## config.mk

```make
export PLATFORM = sky130hd
export DESIGN_NAME = fetch_unit
export DESIGN_NICKNAME = d
export VERILOG_FILES = /design/src/rtl/fetch_unit.sv
export SDC_FILE = /design/constraint.sdc
export NUM_CORES = 1
export LEC_CHECK = 0
export BUFFER_PORTS_ARGS = -buffer_cell sky130_fd_sc_hd__buf_4
export CORE_MARGIN = 2
export CORE_UTILIZATION = 40
export CTS_CLUSTER_DIAMETER = 60
export DETAILED_ROUTE_END_ITERATION = 8
export PLACE_DENSITY = 0.59
export SYNTH_ARGS = -nofsm -noshare
export SYNTH_HDL_FRONTEND = slang
export SYNTH_SLANG_ARGS = --single-unit
export TNS_END_PERCENT = 30
```

## constraint.sdc

```tcl
create_clock -name clk -period 6.7 [get_ports clk]
set_input_delay 0.335 -clock clk [delete_from_list [all_inputs] [get_ports clk]]
set_output_delay 0.335 -clock clk [all_outputs]
set_load 0.005 [all_outputs]
```

## src/rtl/fetch_unit.sv

```systemverilog
// Fetch front end: in-order requests to variable-latency imem, buffered words presented with PC; output is valid one cycle after the response.
// Backpressure: stall_F holds the buffer head; issue stops when in-flight live requests plus buffered words would exceed DEPTH.
module fetch_unit #(
  parameter logic [31:0] RESET_PC = 32'h0000_0000,
  parameter int          DEPTH    = 4
) (
  input  logic        clk,
  input  logic        rst_n,
  input  logic        PC_src_D,
  input  logic [31:0] PC_Target_D,
  input  logic        stall_F,
  output logic        imem_req,
  output logic [31:0] imem_addr,
  input  logic        imem_gnt,
  input  logic        imem_rvalid,
  input  logic [31:0] imem_rdata,
  output logic        instr_valid_F,
  output logic [31:0] instr_F,
  output logic [31:0] PC_F,
  output logic [31:0] PC_plus4_F
);

  localparam int CW = $clog2(DEPTH + 1);
  localparam int AW = $clog2(DEPTH);
  localparam logic [CW:0] DEPTH_W = DEPTH[CW:0];

  typedef struct packed {
    logic [31:0] pc;
    logic [31:0] instr;
  } entry_t;

  logic [31:0]   r_fetch_pc;
  logic [31:0]   r_resp_pc;
  logic [CW-1:0] r_out_cnt;
  logic [CW-1:0] r_drop_cnt;
  logic [CW-1:0] r_buf_cnt;
  logic [AW-1:0] r_head;
  logic [AW-1:0] r_tail;
  entry_t        r_buf [DEPTH];

  logic [CW:0]   w_credit_use;
  logic          w_issue;
  logic          w_resp;
  logic          w_keep;
  logic          w_pop;
  logic [31:0]   w_target;
  logic [CW-1:0] w_out_nxt;
  logic [CW-1:0] w_buf_nxt;
  entry_t        w_head;
  logic          w_unused_tgt_lsb;

  assign w_unused_tgt_lsb = ^PC_Target_D[1:0];
  assign w_target         = {PC_Target_D[31:2], 2'b00};

  // Credit uses registered counts only, so a pop in this cycle frees space next cycle.
  assign w_credit_use = {1'b0, r_out_cnt - r_drop_cnt} + {1'b0, r_buf_cnt};
  assign imem_req     = rst_n && !PC_src_D
                        && ({1'b0, r_out_cnt} < DEPTH_W)
                        && (w_credit_use < DEPTH_W);
  assign imem_addr    = r_fetch_pc;

  assign w_issue = imem_req && imem_gnt;
  assign w_resp  = imem_rvalid && (r_out_cnt != '0);
  assign w_keep  = w_resp && !PC_src_D && (r_drop_cnt == '0);
  assign w_pop   = instr_valid_F && !stall_F && !PC_src_D;

  always_comb begin
    w_out_nxt = r_out_cnt;
    if (w_issue) w_out_nxt = w_out_nxt + 1'b1;
    if (w_resp)  w_out_nxt = w_out_nxt - 1'b1;
  end

  always_comb begin
    w_buf_nxt = r_buf_cnt;
    if (w_keep) w_buf_nxt = w_buf_nxt + 1'b1;
    if (w_pop)  w_buf_nxt = w_buf_nxt - 1'b1;
  end

  always_ff @(posedge clk or negedge rst_n) begin
    if (!rst_n) begin
      r_fetch_pc <= RESET_PC;
      r_resp_pc  <= RESET_PC;
      r_out_cnt  <= '0;
      r_drop_cnt <= '0;
      r_buf_cnt  <= '0;
      r_head     <= '0;
      r_tail     <= '0;
    end else if (PC_src_D) begin
      // Everything still outstanding after this cycle's response belongs to the old path.
      r_fetch_pc <= w_target;
      r_resp_pc  <= w_target;
      r_out_cnt  <= w_out_nxt;
      r_drop_cnt <= w_out_nxt;
      r_buf_cnt  <= '0;
      r_head     <= '0;
      r_tail     <= '0;
    end else begin
      if (w_issue) r_fetch_pc <= r_fetch_pc + 32'd4;
      r_out_cnt <= w_out_nxt;
      if (w_resp && (r_drop_cnt != '0)) r_drop_cnt <= r_drop_cnt - 1'b1;
      if (w_keep) begin
        r_tail    <= r_tail + 1'b1;
        r_resp_pc <= r_resp_pc + 32'd4;
      end
      if (w_pop) r_head <= r_head + 1'b1;
      r_buf_cnt <= w_buf_nxt;
    end
  end

  always_ff @(posedge clk) begin
    if (w_keep) r_buf[r_tail] <= '{pc: r_resp_pc, instr: imem_rdata};
  end

  assign w_head        = r_buf[r_head];
  assign instr_valid_F = (r_buf_cnt != '0);
  assign instr_F       = instr_valid_F ? w_head.instr : 32'h0;
  assign PC_F          = instr_valid_F ? w_head.pc : 32'h0;
  assign PC_plus4_F    = PC_F + 32'd4;

endmodule

```

Word level (Yosys, flattened, before mapping)
Memories as Yosys holds them, arrays and structs flattened.
Index checks and enable logic that the tools add are counted.
{"block": "word_totals", "ff_bits": 77, "ramBits": 256, "inputBits": 70, "memories": 1}
{"name": "r_buf", "depth": 4, "width": 64, "rd": 1, "rd_ports_with_merged_regs": 0, "write_ports": 1, "line": "39", "rtl": "entry_t r_buf [DEPTH];"}
{"block": "classes", "add_sub_neg": 12, "order_cmp": 2, "mux": 19, "reduce_logical": 20}
{"cell": "two-way mux 32 bit", "count": 6}
{"cell": "adder 32 x 3 -> 32 bit, second input constant", "count": 3}
{"cell": "two-way mux 3 bit", "count": 7}
{"cell": "logical AND 1 bit", "count": 10}
{"cell": "nonzero test 3 bit", "count": 3}
{"cell": "subtractor 3 x 1 -> 3 bit, second input constant", "count": 3}
{"cell": "two-way mux 2 bit", "count": 4}
{"cell": "nonzero test 2 bit", "count": 4}
{"cell": "adder 3 x 1 -> 3 bit, second input constant", "count": 2}
{"cell": "adder 2 x 1 -> 2 bit, second input constant", "count": 2}
{"cell": "adder 3 x 3 -> 4 bit", "count": 1}
{"cell": "< comparator 4 x 3 -> 1 bit, second input constant", "count": 1}
{"cell": "logical NOT 3 bit", "count": 1}
{"cell": "< comparator 3 bit, second input constant", "count": 1}
{"cell": "subtractor 3 bit", "count": 1}
{"cell": "logical NOT 1 bit", "count": 2}
{"cell": "two-way mux 1 bit", "count": 2}

Longest topological paths before layout
{"block": "logic_depth", "depth_word": 9, "ltp_mapped": 16}

Worst setup path before layout
No wires, ideal clock.
{"block": "synth_path", "path_type": "flip-flop to output port", "start": "register r_buf_cnt[0]", "end": "output PC_plus4_F[26]", "arrival_time_ns": 2.863, "t_required_ns": 6.365, "slack_ns": 3.502, "stages_incl_launch_ff": 17, "path_cell_list": "dfrtp_1 > inv_1 > ha_1 > nor2b_1 > clkbuf_1 > inv_1 > clkbuf_1 > clkbuf_1 > nand2_1 > inv_1 > ha_1 > nand2_1 > o22ai_1 > o211ai_2 > nor3_4 > nand4_1 > xnor2_1"}
{"block": "synth_via", "elab_chain_cells": 3}
{"item": "from (decl)", "line": "36", "rtl": "logic [CW-1:0] r_buf_cnt;"}
{"item": "from (signal assigned)", "line": "106", "rtl": "r_buf_cnt <= w_buf_nxt;"}
{"item": "nonzero test 3 bit", "line": "115", "rtl": "assign instr_valid_F = (r_buf_cnt != '0);"}
{"item": "named net instr_valid_F", "line": "17", "rtl": "output logic instr_valid_F,"}
{"item": "two-way mux 32 bit", "line": "117", "rtl": "assign PC_F = instr_valid_F ? w_head.pc : 32'h0;"}
{"item": "named net PC_F[2]", "line": "19", "rtl": "output logic [31:0] PC_F,"}
{"item": "adder 32 x 3 -> 32 bit", "line": "118", "rtl": "assign PC_plus4_F = PC_F + 32'd4;"}
{"item": "to (decl)", "line": "20", "rtl": "output logic [31:0] PC_plus4_F"}
The timed path passes the listed nets, and every way through them passes these cells.

Final worst setup path
{"block": "layout_path", "start": "register r_head[0]", "end": "output PC_plus4_F[24]"}
{"block": "layout_via", "elab_chain_cells": 3}
{"item": "from (decl)", "line": "37", "rtl": "logic [AW-1:0] r_head;"}
{"item": "from (signal assigned)", "line": "105", "rtl": "if (w_pop) r_head <= r_head + 1'b1;"}
{"item": "memory (4 x 64 bit)"}
{"item": "two-way mux 32 bit", "line": "117"}
{"item": "adder 32 x 3 -> 32 bit", "line": "118"}
Every way passes these cells.

==> impl_results.html <==
<table>
<tr><th>Metric</th><th>Value</th></tr>
<tr><th colspan="2">Yosys</th></tr>
<tr><td>Count of cell types in the netlist</td><td>60</td></tr>
<tr><td>EDFF count, synth</td><td>248</td></tr>
<tr><td>Simple logic cell fraction of the synthesized area</td><td>0.123</td></tr>
<tr><td>Adder and majority cell fraction of the synthesized area</td><td>0.0168</td></tr>
<tr><td>Synthesized-area fraction occupied by xor and xnor cells</td><td>0.0415</td></tr>
<tr><td>Number of cells produced by synthesis</td><td>1,018</td></tr>
<tr><td>Mux cell area share after synthesis</td><td>0.105</td></tr>
<tr><td>Combinational family with the most area after synthesis</td><td>simple AND/OR/NAND/NOR gates</td></tr>
<tr><td>Yosys Warn Count</td><td>0</td></tr>
<tr><td>Part of the Yosys area used for sequential elements</td><td>0.637</td></tr>
<tr><td>Share of synthesized flip-flops with an asynchronous set or reset</td><td>0.227</td></tr>
<tr><td>Post-synthesis instance area</td><td>0.0146 mm2</td></tr>
<tr><td>Synth Area in Compound Gates</td><td>0.0487</td></tr>
<tr><td>Most used flip-flop cell after synthesis</td><td>sky130_fd_sc_hd__edfxtp_1</td></tr>
<tr><td>Number of synthesized register bits</td><td>321</td></tr>
<tr><td>Syn_area_per_cell</td><td>14.3 um2</td></tr>
<tr><th colspan="2">Timing</th></tr>
<tr><td>RSZ-0062 raised after global routing</td><td>false</td></tr>
<tr><td>Smallest hold slack</td><td>0.0259 ns</td></tr>
<tr><td>Post-route fraction of the period consumed by the critical path</td><td>0.697</td></tr>
<tr><td>Accumulated negative setup slack</td><td>0 ns</td></tr>
<tr><td>Transition time of the tightest slew-check pin</td><td>~1.1 ns</td></tr>
<tr><td>Number of endpoints with negative hold slack in the final report</td><td>0</td></tr>
<tr><td>Post-layout min period</td><td>4.67 ns</td></tr>
<tr><td>Final setup skew</td><td>roughly 0.027 ns</td></tr>
<tr><td>Relative max-transition margin</td><td>0.243</td></tr>
<tr><td>Final-report max-slew violation count</td><td>0</td></tr>
<tr><td>Final setup violation count</td><td>0</td></tr>
<tr><td>Maximum clock frequency</td><td>214 MHz</td></tr>
<tr><th colspan="2">Status</th></tr>
<tr><td>Run status</td><td>finished clean</td></tr>
<tr><th colspan="2">Global routing</th></tr>
<tr><td>Grt total ovfl</td><td>0</td></tr>
<tr><td>First-pass GRT wire length</td><td>52,700 um</td></tr>
<tr><td>Vias in the first global route</td><td>9,039</td></tr>
<tr><td>Pin count of the biggest net entering global routing</td><td>73</td></tr>
<tr><td>Gr usage total</td><td>0.179</td></tr>
<tr><td>Number of antenna violations at the first check in global routing</td><td>0</td></tr>
<tr><th colspan="2">Detailed routing</th></tr>
<tr><td>Number of iterations in the first detailed-routing pass</td><td>5</td></tr>
<tr><td>Number of DRC violations after detailed routing</td><td>0</td></tr>
<tr><td>Overall routed net length</td><td>33,900 um</td></tr>
<tr><td>Vias after detailed routing</td><td>about 9,000</td></tr>
<tr><td>DR WL/cell</td><td>19.9 um</td></tr>
<tr><td>Number of nets still failing antenna checks after routing</td><td>0</td></tr>
<tr><td>Number of vias per cell</td><td>5.30</td></tr>
<tr><td>Initial drt markers</td><td>a little over 500</td></tr>
<tr><th colspan="2">Die</th></tr>
<tr><td>Floorplan die height</td><td>195 um</td></tr>
<tr><td>Area of the die</td><td>~0.038 mm2</td></tr>
<tr><td>I/O pin count</td><td>200</td></tr>
<tr><td>Die X</td><td>~190 um</td></tr>
<tr><td>Placeable Area</td><td>0.0357 mm2</td></tr>
<tr><td>Number of placement rows</td><td>slightly below 70</td></tr>
<tr><td>Initial core utilization</td><td>0.407</td></tr>
<tr><th colspan="2">Setup path</th></tr>
<tr><td>WP data required</td><td>6.36 ns</td></tr>
<tr><td>Category of the worst setup path capture point</td><td>output port</td></tr>
<tr><td>Critical path launch point type</td><td>flop</td></tr>
<tr><td>Worst-path fanout max</td><td>39</td></tr>
<tr><td>R2R setup slack</td><td>about 3.1 ns</td></tr>
<tr><td>Category of the critical setup timing path</td><td>flop to output port</td></tr>
<tr><td>Arrival time at the worst endpoint</td><td>approximately 4.3 ns</td></tr>
<tr><td>Logic depth of the worst register-to-register path</td><td>14</td></tr>
<tr><td>Start of the worst register-to-register path</td><td>r_out_cnt[0]</td></tr>
<tr><td>Reg-to-reg endpoint</td><td>r_drop_cnt[2]</td></tr>
<tr><th colspan="2">Layout</th></tr>
<tr><td>Fraction of final layout cells sized beyond drive strength 1</td><td>0.275</td></tr>
<tr><td>FF/Latch Area</td><td>0.00928 mm2</td></tr>
<tr><td>Area used by multi-input combinational logic</td><td>0.00491 mm2</td></tr>
<tr><td>Design area</td><td>0.0176 mm2</td></tr>
<tr><td>Nets</td><td>1,302</td></tr>
<tr><td>Layout Area Growth over Synthesis</td><td>20.7%</td></tr>
<tr><td>Antenna diode count</td><td>0</td></tr>
<tr><td>Number of filler cells placed in the layout</td><td>3,127</td></tr>
<tr><th colspan="2">Clocking</th></tr>
<tr><td>Buffer depth of the longest clock path</td><td>3</td></tr>
<tr><td>Level count of the clock H-tree</td><td>2</td></tr>
<tr><td>Clock-pin slew on the worst setup and hold paths</td><td>0.06 ns</td></tr>
<tr><td>Clock sinks</td><td>321</td></tr>
<tr><td>Root buffer cell</td><td>sky130_fd_sc_hd__clkbuf_16</td></tr>
<tr><td>CTS tree</td><td>yes</td></tr>
<tr><td>Latest clock arrival within the worst-skew pair</td><td>0.52 ns</td></tr>
<tr><td>Gates resized, CTS repair</td><td>0</td></tr>
<tr><td>Num CTS Buffers</td><td>37</td></tr>
<tr><th colspan="2">Worst hold path</th></tr>
<tr><td>Hold-critical path depth</td><td>1</td></tr>
<tr><td>Endpoint of the worst hold-timing path</td><td>r_buf[3][13]</td></tr>
<tr><td>Startpoint of the tightest hold check path</td><td>imem_rdata[13]</td></tr>
<tr><td>Type of the tightest min-delay check</td><td>input pin to flop</td></tr>
<tr><th colspan="2">Placed design</th></tr>
<tr><td>Global placer's final weighted congestion</td><td>0.802</td></tr>
<tr><td>Total of buffers placed on input and output ports</td><td>191</td></tr>
<tr><td>HPWL reported at the end of detailed placement</td><td>around 22,000 um</td></tr>
<tr><td>Cell area reported after detailed placement</td><td>0.0164 mm2</td></tr>
<tr><th colspan="2">Power and ir drop</th></tr>
<tr><td>Power density over the cells</td><td>361 mW/mm2</td></tr>
<tr><td>Peak supply drop</td><td>0.000160 V</td></tr>
<tr><td>Static leakage</td><td>between 6 and 7 nW</td></tr>
<tr><th colspan="2">Run</th></tr>
<tr><td>Max-Cap Viols</td><td>0</td></tr>
</table>
-- final cells by class --
type	instances	area share
Sequential cell	321	0.528
Multi-Input combinational cell	625	0.279
Timing Repair Buffer	204	0.0873
Clock buffer	50	0.0566
Tap cell	461	0.0328
Clock inverter	17	0.0112
Inverter	24	0.00512
-- power by group --
group	switching (mW)	internal [mW]	total (mW)
sequential	0.209	2.30	2.50
clock	0.773	1.20	1.97
combinational	0.897	0.964	1.86
-- critical path, cell delays in order (launching register included) --
cell and delay [ns]:
sky130_fd_sc_hd__dfrtp_4 0.94, sky130_fd_sc_hd__buf_4 0.69, sky130_fd_sc_hd__mux4_2 0.43, sky130_fd_sc_hd__nand2b_1 0.22, sky130_fd_sc_hd__nor2_1 0.71, sky130_fd_sc_hd__nand4_1 0.38, sky130_fd_sc_hd__xnor2_1 0.25, sky130_fd_sc_hd__buf_4 0.14
-- how the worst max path moves through the flow --
stage | from | endpoint | slack [ns] | depth (start not counted)
3_3_place_gp | r_head[0] | PC_plus4_F[24] | 2.54 | 7
4_1_cts | r_head[0] | PC_plus4_F[24] | 1.97 | 7
3_5_place_dp | r_head[0] | PC_plus4_F[24] | 2.53 | 7
2_1_floorplan | r_buf_cnt[0] | PC_plus4_F[26] | 3.50 | 16
6_report | r_head[0] | PC_plus4_F[24] | 2.03 | 7
5_1_grt | r_head[0] | PC_plus4_F[24] | 1.68 | 7
-- cells by family after synthesis --
group / Yosys count
DFF: 321
buffers and inverters: 77
muxes: 81
other: 1
adders and majority gates: 19
AOI/OAI and AO/OA: 114
xor gates and xnor gates: 69
and+or+nand+nor: 336
-- stage by stage --
| step | util | cells | setup WS (ns) | power, mW |
|---|---|---|---|---|
| 6_report | 0.492 | 1702 | 2.03 | 6.34 |
| 5_1_grt | 0.492 | 1702 | 1.68 | 6.68 |
| 4_1_cts | 0.492 | 1702 | 1.97 | 6.42 |
| 3_5_place_dp | 0.458 | 1634 | 2.53 | 4.44 |
| 3_3_place_gp | 0.458 | 1634 | 2.54 | 4.42 |
| 2_1_floorplan | - | 1023 | 3.50 | 3.64 |
-- placed cells by master, fill, tap and decap left out, types with 18 or more instances in the layout --
master,n
sky130_fd_sc_hd__edfxtp_1,248
sky130_fd_sc_hd__buf_4,203
sky130_fd_sc_hd__nand2_1,91
sky130_fd_sc_hd__dfrtp_1,71
sky130_fd_sc_hd__and2_1,58
sky130_fd_sc_hd__o21ai_0,55
sky130_fd_sc_hd__mux4_2,48
sky130_fd_sc_hd__nand3_1,45
sky130_fd_sc_hd__nor2_1,42
sky130_fd_sc_hd__xnor2_1,39
sky130_fd_sc_hd__clkbuf_16,37
sky130_fd_sc_hd__xor2_1,30
sky130_fd_sc_hd__inv_1,23
sky130_fd_sc_hd__mux2i_1,23
sky130_fd_sc_hd__nand4_1,18
sky130_fd_sc_hd__ha_1,18
-- cells in the mapped netlist (all sizes together) (2+ instances only) --
| cell type | count | area share |
|---|---|---|
| xnor2 | 39 | 0.023 |
| nor4 | 12 | 0.0072 |
| xor2 | 30 | 0.018 |
| nand2 | 91 | 0.023 |
| nor2b | 3 | 0.0013 |
| nand3 | 46 | 0.016 |
| and3 | 11 | 0.0047 |
| nor2 | 45 | 0.012 |
| or2 | 8 | 0.0034 |
| buf | 24 | 0.014 |
| o21ai | 60 | 0.021 |
| and2 | 64 | 0.027 |
| o211ai | 11 | 0.0067 |
| or3 | 4 | 0.0021 |
| a21oi | 11 | 0.0038 |
| nand2b | 6 | 0.0026 |
| o22ai | 2 | 0.00086 |
| clkbuf | 29 | 0.0075 |
| and4 | 2 | 0.0012 |
| mux2 | 3 | 0.0023 |
| mux4 | 55 | 0.087 |
| inv | 24 | 0.0062 |
| nor3 | 22 | 0.011 |
| nand4 | 18 | 0.0077 |
| dfrtp | 73 | 0.13 |
| o311ai | 16 | 0.0096 |
| edfxtp | 248 | 0.51 |
| a31oi | 10 | 0.0043 |
| ha | 18 | 0.015 |
| mux2i | 23 | 0.016 |
-- registers in the layout (all words and copies together) (netlist names) --
| register | flops |
|---|---|
| r_tail | 2 |
| r_resp_pc | 30 |
| r_head | 2 |
| r_buf | 248 |
| imem_addr | 30 |
| r_buf_cnt | 3 |
| r_out_cnt | 3 |
| r_drop_cnt | 3 |
-- layer usage --
layer | part of all wire | track usage | routed length (um) | vias up
li1 | - | - | - | 4208
met1 | 0.47 | 0.266 | 16100 | 4510
met2 | 0.45 | 0.278 | 15400 | 270
met3 | 0.055 | 0.0295 | 1880 | 34
met4 | 0.017 | 0.0407 | 562 | 0
met5 | 0 | 0 | 0 | -
-- timing repair --
action	in CTS	in global routing
buffers inserted	0	0
hold buffers	1	0
endpoints found under the hold margin	18	0
setup endpoints to repair	0	0
(Power assumes the default switching activity.)
